<file path="src/rtl/uart_pkg.sv">
// uart_pkg: shared types and constants for the UART subsystem
package uart_pkg;
  localparam int BYTE_DATA_W = 8;
  localparam logic ENABLE = 1'b1;
  localparam logic DISABLE = 1'b0;
  typedef enum logic [1:0] {ARB_IDLE, ARB_START, ARB_WAIT, ARB_HOLD} arb_state_t;
endpackage

</file>
<file path="src/rtl/rr_pick.sv">
// rr_pick: combinational round-robin picker scanning upward from ptr+1 with wrap
module rr_pick #(
  parameter int NUM_REQ = 4,
  localparam int IW = $clog2(NUM_REQ)
) (
  input  logic [NUM_REQ-1:0] req,
  input  logic [IW-1:0]      ptr,
  output logic [NUM_REQ-1:0] gnt,
  output logic [IW-1:0]      idx
);
  int best;
  // the active request with the smallest wrapped distance from ptr+1 wins
  always_comb begin
    best = NUM_REQ;
    idx = '0;
    for (int i = 0; i < NUM_REQ; i++)
      if (req[i] && (i + NUM_REQ - 1 - int'(ptr)) % NUM_REQ < best) begin
        best = (i + NUM_REQ - 1 - int'(ptr)) % NUM_REQ;
        idx = IW'(i);
      end
    gnt = (best < NUM_REQ) ? {{(NUM_REQ-1){1'b0}}, 1'b1} << idx : '0;
  end
endmodule

</file>
<file path="src/rtl/uart_tx_arbiter.sv">
// uart_tx_arbiter: packet-locked round-robin sharing of one uart_tx among byte-stream requesters
module uart_tx_arbiter import uart_pkg::*; #(
  parameter int NUM_REQ = 4,
  parameter int LOCK_TIMEOUT = 1023,
  localparam int IW = $clog2(NUM_REQ)
) (
  input  logic                           clk,
  input  logic                           reset,
  input  logic [NUM_REQ-1:0]             req_valid,
  input  logic [NUM_REQ*BYTE_DATA_W-1:0] req_data,
  input  logic [NUM_REQ-1:0]             req_last,
  output logic [NUM_REQ-1:0]             req_ready,
  output logic                           tx_start,
  output logic [BYTE_DATA_W-1:0]         tx_data,
  input  logic                           tx_busy,
  input  logic                           tx_end,
  output logic [IW-1:0]                  grant_id,
  output logic                           active
);
  arb_state_t state, state_nx;
  logic [IW-1:0] ptr, take_idx, pick_idx;
  logic [NUM_REQ-1:0] pick_gnt;
  logic [9:0] lock_cnt;
  logic last_q, take, timeout, cap_last;
  logic [BYTE_DATA_W-1:0] cap_data;

  rr_pick #(.NUM_REQ(NUM_REQ)) u_pick (
    .req(req_valid),
    .ptr(ptr),
    .gnt(pick_gnt),
    .idx(pick_idx)
  );

  assign timeout = (LOCK_TIMEOUT != 0) && (lock_cnt == 10'(LOCK_TIMEOUT));
  assign tx_start = state == ARB_START;
  assign active = state != ARB_IDLE;

  // next state, accept pulse and selection of the byte to capture; accept beats timeout in HOLD
  always_comb begin
    state_nx = state;
    req_ready = '0;
    take = DISABLE;
    take_idx = grant_id;
    cap_data = '0;
    cap_last = 1'b0;
    if (!reset)
      case (state)
        ARB_IDLE:
          if (!tx_busy && |req_valid) begin
            req_ready = pick_gnt;
            take = ENABLE;
            take_idx = pick_idx;
            state_nx = ARB_START;
          end
        ARB_START: state_nx = ARB_WAIT;
        ARB_WAIT: state_nx = tx_end ? (last_q ? ARB_IDLE : ARB_HOLD) : ARB_WAIT;
        ARB_HOLD:
          if (req_valid[grant_id] && !tx_busy) begin
            req_ready[grant_id] = 1'b1;
            take = ENABLE;
            state_nx = ARB_START;
          end else if (timeout) state_nx = ARB_IDLE;
        default: state_nx = ARB_IDLE;
      endcase
    for (int i = 0; i < NUM_REQ; i++)
      if (take_idx == IW'(i)) begin
        cap_data = req_data[BYTE_DATA_W*i +: BYTE_DATA_W];
        cap_last = req_last[i];
      end
  end

  // state, captured byte, grant and round-robin pointer; lock counter saturates
  always_ff @(posedge clk) begin
    if (reset) begin
      state <= ARB_IDLE;
      tx_data <= '0;
      last_q <= 1'b0;
      grant_id <= '0;
      lock_cnt <= '0;
      ptr <= IW'(NUM_REQ - 1);
    end else begin
      state <= state_nx;
      if (take) begin
        tx_data <= cap_data;
        last_q <= cap_last;
        grant_id <= take_idx;
      end
      if (state == ARB_WAIT) lock_cnt <= '0;
      else if (state == ARB_HOLD && !take && lock_cnt != '1) lock_cnt <= lock_cnt + 1'b1;
      if (state != ARB_IDLE && state_nx == ARB_IDLE) ptr <= grant_id;
    end
  end
endmodule

</file>
<file path="config.mk">
export PLATFORM = sky130hd
export DESIGN_NAME = uart_tx_arbiter
export DESIGN_NICKNAME = d
export VERILOG_FILES = /design/src/rtl/uart_pkg.sv /design/src/rtl/rr_pick.sv /design/src/rtl/uart_tx_arbiter.sv
export SDC_FILE = /design/constraint.sdc
export NUM_CORES = 1
export LEC_CHECK = 0
export CORE_MARGIN = 10
export CORE_UTILIZATION = 48
export DETAILED_ROUTE_END_ITERATION = 8
export PLACE_DENSITY_LB_ADDON = 0.12
export REMOVE_ABC_BUFFERS = 1
export SLEW_MARGIN = 20
export SYNTH_ARGS = -nofsm -noshare
export SYNTH_HDL_FRONTEND = slang
export SYNTH_HIERARCHICAL = 1
export SYNTH_SLANG_ARGS = --single-unit
</file>
<file path="constraint.sdc">
create_clock -name clk -period 5.2 [get_ports clk]
set_input_delay 0.52 -clock clk [delete_from_list [all_inputs] [get_ports clk]]
set_output_delay 0.52 -clock clk [all_outputs]
set_load 0.01 [all_outputs]
</file>
==> out/metrics.yaml <==
outcome:
  run_status: "finished, final reports clean"
power:
  power.combinational.fraction: 0.579
  power_per_cell_area_mw_per_mm2: 318
  clock_power_share: 0.134
  power.net_switching_uw: 348
  internal_power_uw: 520
  switching_share: 0.401
  pwr-share-seq: 0.287
  peakVddDrop_uv: 168
  p_leak_uw: 0.00104
route:
  routed_wire_length_per_instance_um: 16.9
  route.final.wire_length_mm: 5.96
  route.antenna.remaining_nets: 0
  detailed_route_vias_per_instance: 6.03
  drt_iter0_drc: 126
  vias: 2124
  drtPass1Iterations: 4
  drcViolationCount: 0
cells_and_area:
  diodes: 0
  regArea_um2: 500
  final_core_utilization: 0.673
  layoutNonFillerInstCount: 352
  layout-drive-gt1-share: 0.119
  area_growth_syn_to_layout_pct: 33.0
  nNetsFinal: 356
  multi_input_comb_area_mm2: 0.00142
  filler_cell_count: 341
timing:
  period_needed_ns: 4.97
  final.setup.worst_slack_ns: 0.233
  finalClockSkew_ns: 0.00268
  report.final.setup_viol: 0
  final.period_utilization: 0.955
  max_freq_mhz: 201
  measured_slew_at_the_worst_slew_check_pin_ns: 0.921
  slew-limit-headroom: 0.386
  maxSlewViolCount: 0
  final_hold_viol_count: 0
  totalNegativeSetupSlack_ns: 0
floorplan:
  io_pins: 60
  placementRows: 23
  dieArea_mm2: 0.00729
  coreArea_mm2: 0.00406
  floorplan_die_height_um: 85.4
  die_width_um: 85.4
  floorplan.initialDensity: 0.506
cts:
  cts.reportedPaths.clkPinSlew_ns: 0.09
  number_of_sinks_handled_by_clock_tree_synthesis: 25
  cts-root-to-sink-buffers: 2
  clock_tree_from_tritoncts: "done"
  cts_made_buffers: 3
  insertion_delay_ns: 0.27
  cts_max_level: 1
  ctsHoldBuffers: 0
  ctsRootBufferMaster: "sky130_fd_sc_hd__clkbuf_8"
placed_design:
  place_hpwl_mm: 4.37
  placement.io_buffers: 59
  finalWeightedCongestion: 0.824
  placed_cells: 345
  place_ws_ns: 0.162
critical_path:
  crit_required_ns: 4.68
  timing_worst_setup_path_type: "input port to primary output"
  crit_arrival_ns: 4.45
  cp-start-kind: "input port"
  worst-path-max-fanout: 4
  critical_path.endpoint_type: "primary output"
synth:
  synth_enable_flop_cells: 0
  async_flop_share: 0
  post_synth_inst_count: 247
  synth.avg_cell_area_um2: 8.31
  seq_area_frac_synth: 0.244
  ys_seq_elements: 25
  synthesis.area_mm2: 0.00205
  ys_types: 57
  synth_top_flop_cell: "sky130_fd_sc_hd__dfxtp_1"
  yosysWarningCount: 6
min_path:
  worst_hold_path_type: "flip-flop to flip-flop"
grt:
  groute.usage.overall: 0.153
  grt_pass1_vias: 2000
  grt_pass1_wl_mm: 9.59
  antenna_found_initial: 0
  grt_start_max_net_pins: 28
  gr-total-overflow: 0
flow_run:
  maxCapViolations: 0
## flip-flops by register name, indices dropped and copies added, names as in the netlist
| signal | cells |
|---|---|
| tx_data | 8 |
| last_q | 1 |
| state | 2 |
| ptr | 2 |
| grant_id | 2 |
| lock_cnt | 10 |
## metrics by stage
| stage | power, uW | hold WS [ns] | area, um2 |
|---|---|---|---|
| 3_3_place_gp | 718 | 0.466 | 2640 |
| 6_report | 868 | 0.498 | 2730 |
| 2_1_floorplan | 565 | 0.452 | 1960 |
| 4_1_cts | 842 | 0.501 | 2680 |
| 5_1_grt | 934 | 0.514 | 2730 |
| 3_5_place_dp | 724 | 0.480 | 2640 |
## area by class of cell
type | count | share of cell area
multi-input cells | 197 | 0.522
repair buffers | 66 | 0.242
flip-flops and latches | 25 | 0.183
well taps | 50 | 0.0229
clock buffers | 4 | 0.0165
inverters | 10 | 0.0137
## power groups by stage
stage / Combinational [uW] / Sequential (uW) / Clock [uW]
floorplan: 311 / 254 / 0
finish: 502 / 249 / 117
global route: 551 / 254 / 129
global placement: 466 / 252 / 0
detailed placement: 471 / 253 / 0
CTS: 474 / 249 / 119
## path summary, 6_finish.rpt
kind	from	to	slack, ns	depth (start not counted)
worst min register to register	tx_data[4]$_SDFFE_PP0P_	tx_data[4]$_SDFFE_PP0P_	0.50	2
worst max-delay path	req_valid[0]	req_ready[3]	0.23	18
worst min-delay path	tx_data[4]$_SDFFE_PP0P_	tx_data[4]$_SDFFE_PP0P_	0.50	2
worst max register to register	ptr[0]$_SDFFE_PP1P_	tx_data[7]$_SDFFE_PP0P_	0.61	19
## routing by layer
layer,track usage,vias up,wire length [um]
met3,0.0727,3,499
met4,0.0180,0,17
met1,0.189,1005,2650
li1,-,1061,-
met2,0.242,55,2800
met5,0,-,0
## placed cells by master (no fill, tap or decap), types with 2 or more instances in the layout
master                            instances
sky130_fd_sc_hd__dlymetal6s2s_1           2
sky130_fd_sc_hd__a211oi_2                 5
sky130_fd_sc_hd__mux2i_1                  3
sky130_fd_sc_hd__clkbuf_8                 3
sky130_fd_sc_hd__and3_1                  18
sky130_fd_sc_hd__o21ai_2                  2
sky130_fd_sc_hd__nor3_1                   5
sky130_fd_sc_hd__ha_1                     9
sky130_fd_sc_hd__a21o_1                   4
sky130_fd_sc_hd__nand3b_1                 9
sky130_fd_sc_hd__nor2b_1                  2
sky130_fd_sc_hd__or4_1                    6
sky130_fd_sc_hd__and2_1                   2
sky130_fd_sc_hd__a21oi_1                 15
sky130_fd_sc_hd__o21ai_0                  8
sky130_fd_sc_hd__mux2_2                   3
sky130_fd_sc_hd__nand2_1                  9
sky130_fd_sc_hd__clkdlybuf4s50_1         57
sky130_fd_sc_hd__a311oi_2                 2
sky130_fd_sc_hd__inv_1                   10
sky130_fd_sc_hd__o21ai_1                  2
sky130_fd_sc_hd__dfxtp_1                 25
sky130_fd_sc_hd__or2_2                    2
sky130_fd_sc_hd__a311oi_1                 2
sky130_fd_sc_hd__a211oi_1                15
sky130_fd_sc_hd__o31ai_1                 14
sky130_fd_sc_hd__buf_4                    6
sky130_fd_sc_hd__a31oi_1                  2
sky130_fd_sc_hd__nor2_1                  19
sky130_fd_sc_hd__or3_1                    4
sky130_fd_sc_hd__a41o_1                   2
sky130_fd_sc_hd__nand3_1                  8
## cell families (layout without fill, tap and decap cells)
logic type,count (synthesis),after routing,synth area share
AO/OA/AOI/OAI,86,86,0.326
XOR/XNOR,1,1,0.00427
AND/OR/NAND/NOR,95,95,0.275
adder cells (fa/ha/maj),9,9,0.0549
flip-flops,25,25,0.244
multiplexers,6,6,0.0311
buffers and inverters,25,80,0.0652
## cells in the mapped netlist (3+ instances only)
cell,instances,area (um2)
sky130_fd_sc_hd__dfxtp_1,25,500
sky130_fd_sc_hd__or4_1,6,45.0
sky130_fd_sc_hd__a21o_1,4,30.0
sky130_fd_sc_hd__mux2_2,3,33.8
sky130_fd_sc_hd__and3_1,18,113
sky130_fd_sc_hd__nand3_1,8,40.0
sky130_fd_sc_hd__o31ai_1,14,105
sky130_fd_sc_hd__a211oi_2,5,62.6
sky130_fd_sc_hd__nand2_1,9,33.8
sky130_fd_sc_hd__o21ai_0,8,40.0
sky130_fd_sc_hd__a21oi_1,15,75.1
sky130_fd_sc_hd__clkbuf_1,7,26.3
sky130_fd_sc_hd__nor3_1,5,25.0
sky130_fd_sc_hd__buf_6,5,56.3
sky130_fd_sc_hd__nand3b_1,9,67.6
sky130_fd_sc_hd__inv_1,10,37.5
sky130_fd_sc_hd__a211oi_1,15,113
sky130_fd_sc_hd__mux2i_1,3,30.0
sky130_fd_sc_hd__or3_1,4,25.0
sky130_fd_sc_hd__nor2_1,19,71.3
sky130_fd_sc_hd__ha_1,9,113
## repair_timing
| item | CTS | global route |
|---|---|---|
| resized for setup | 0 | 3 |
| buffers inserted | 0 | 3 |
| endpoints found under the setup margin | 0 | 4 |
## worst max-delay path, cell delays in order
cell                              delay [ns]
sky130_fd_sc_hd__clkdlybuf4s50_1        0.47
sky130_fd_sc_hd__or2b_1                 0.23
sky130_fd_sc_hd__ha_1                   0.22
sky130_fd_sc_hd__nand2b_1               0.20
sky130_fd_sc_hd__a221oi_1               0.26
sky130_fd_sc_hd__a21o_1                 0.14
sky130_fd_sc_hd__ha_1                   0.18
sky130_fd_sc_hd__and4b_4                0.22
sky130_fd_sc_hd__a22oi_4                0.21
sky130_fd_sc_hd__nor2_1                 0.07
sky130_fd_sc_hd__a21o_1                 0.16
sky130_fd_sc_hd__ha_1                   0.30
sky130_fd_sc_hd__a21oi_1                0.14
sky130_fd_sc_hd__o21ai_1                0.09
sky130_fd_sc_hd__a31oi_2                0.22
sky130_fd_sc_hd__a32oi_1                0.08
sky130_fd_sc_hd__nor3_1                 0.16
sky130_fd_sc_hd__clkdlybuf4s50_1        0.57
No activity file was read; power rests on OpenSTA's default activity.
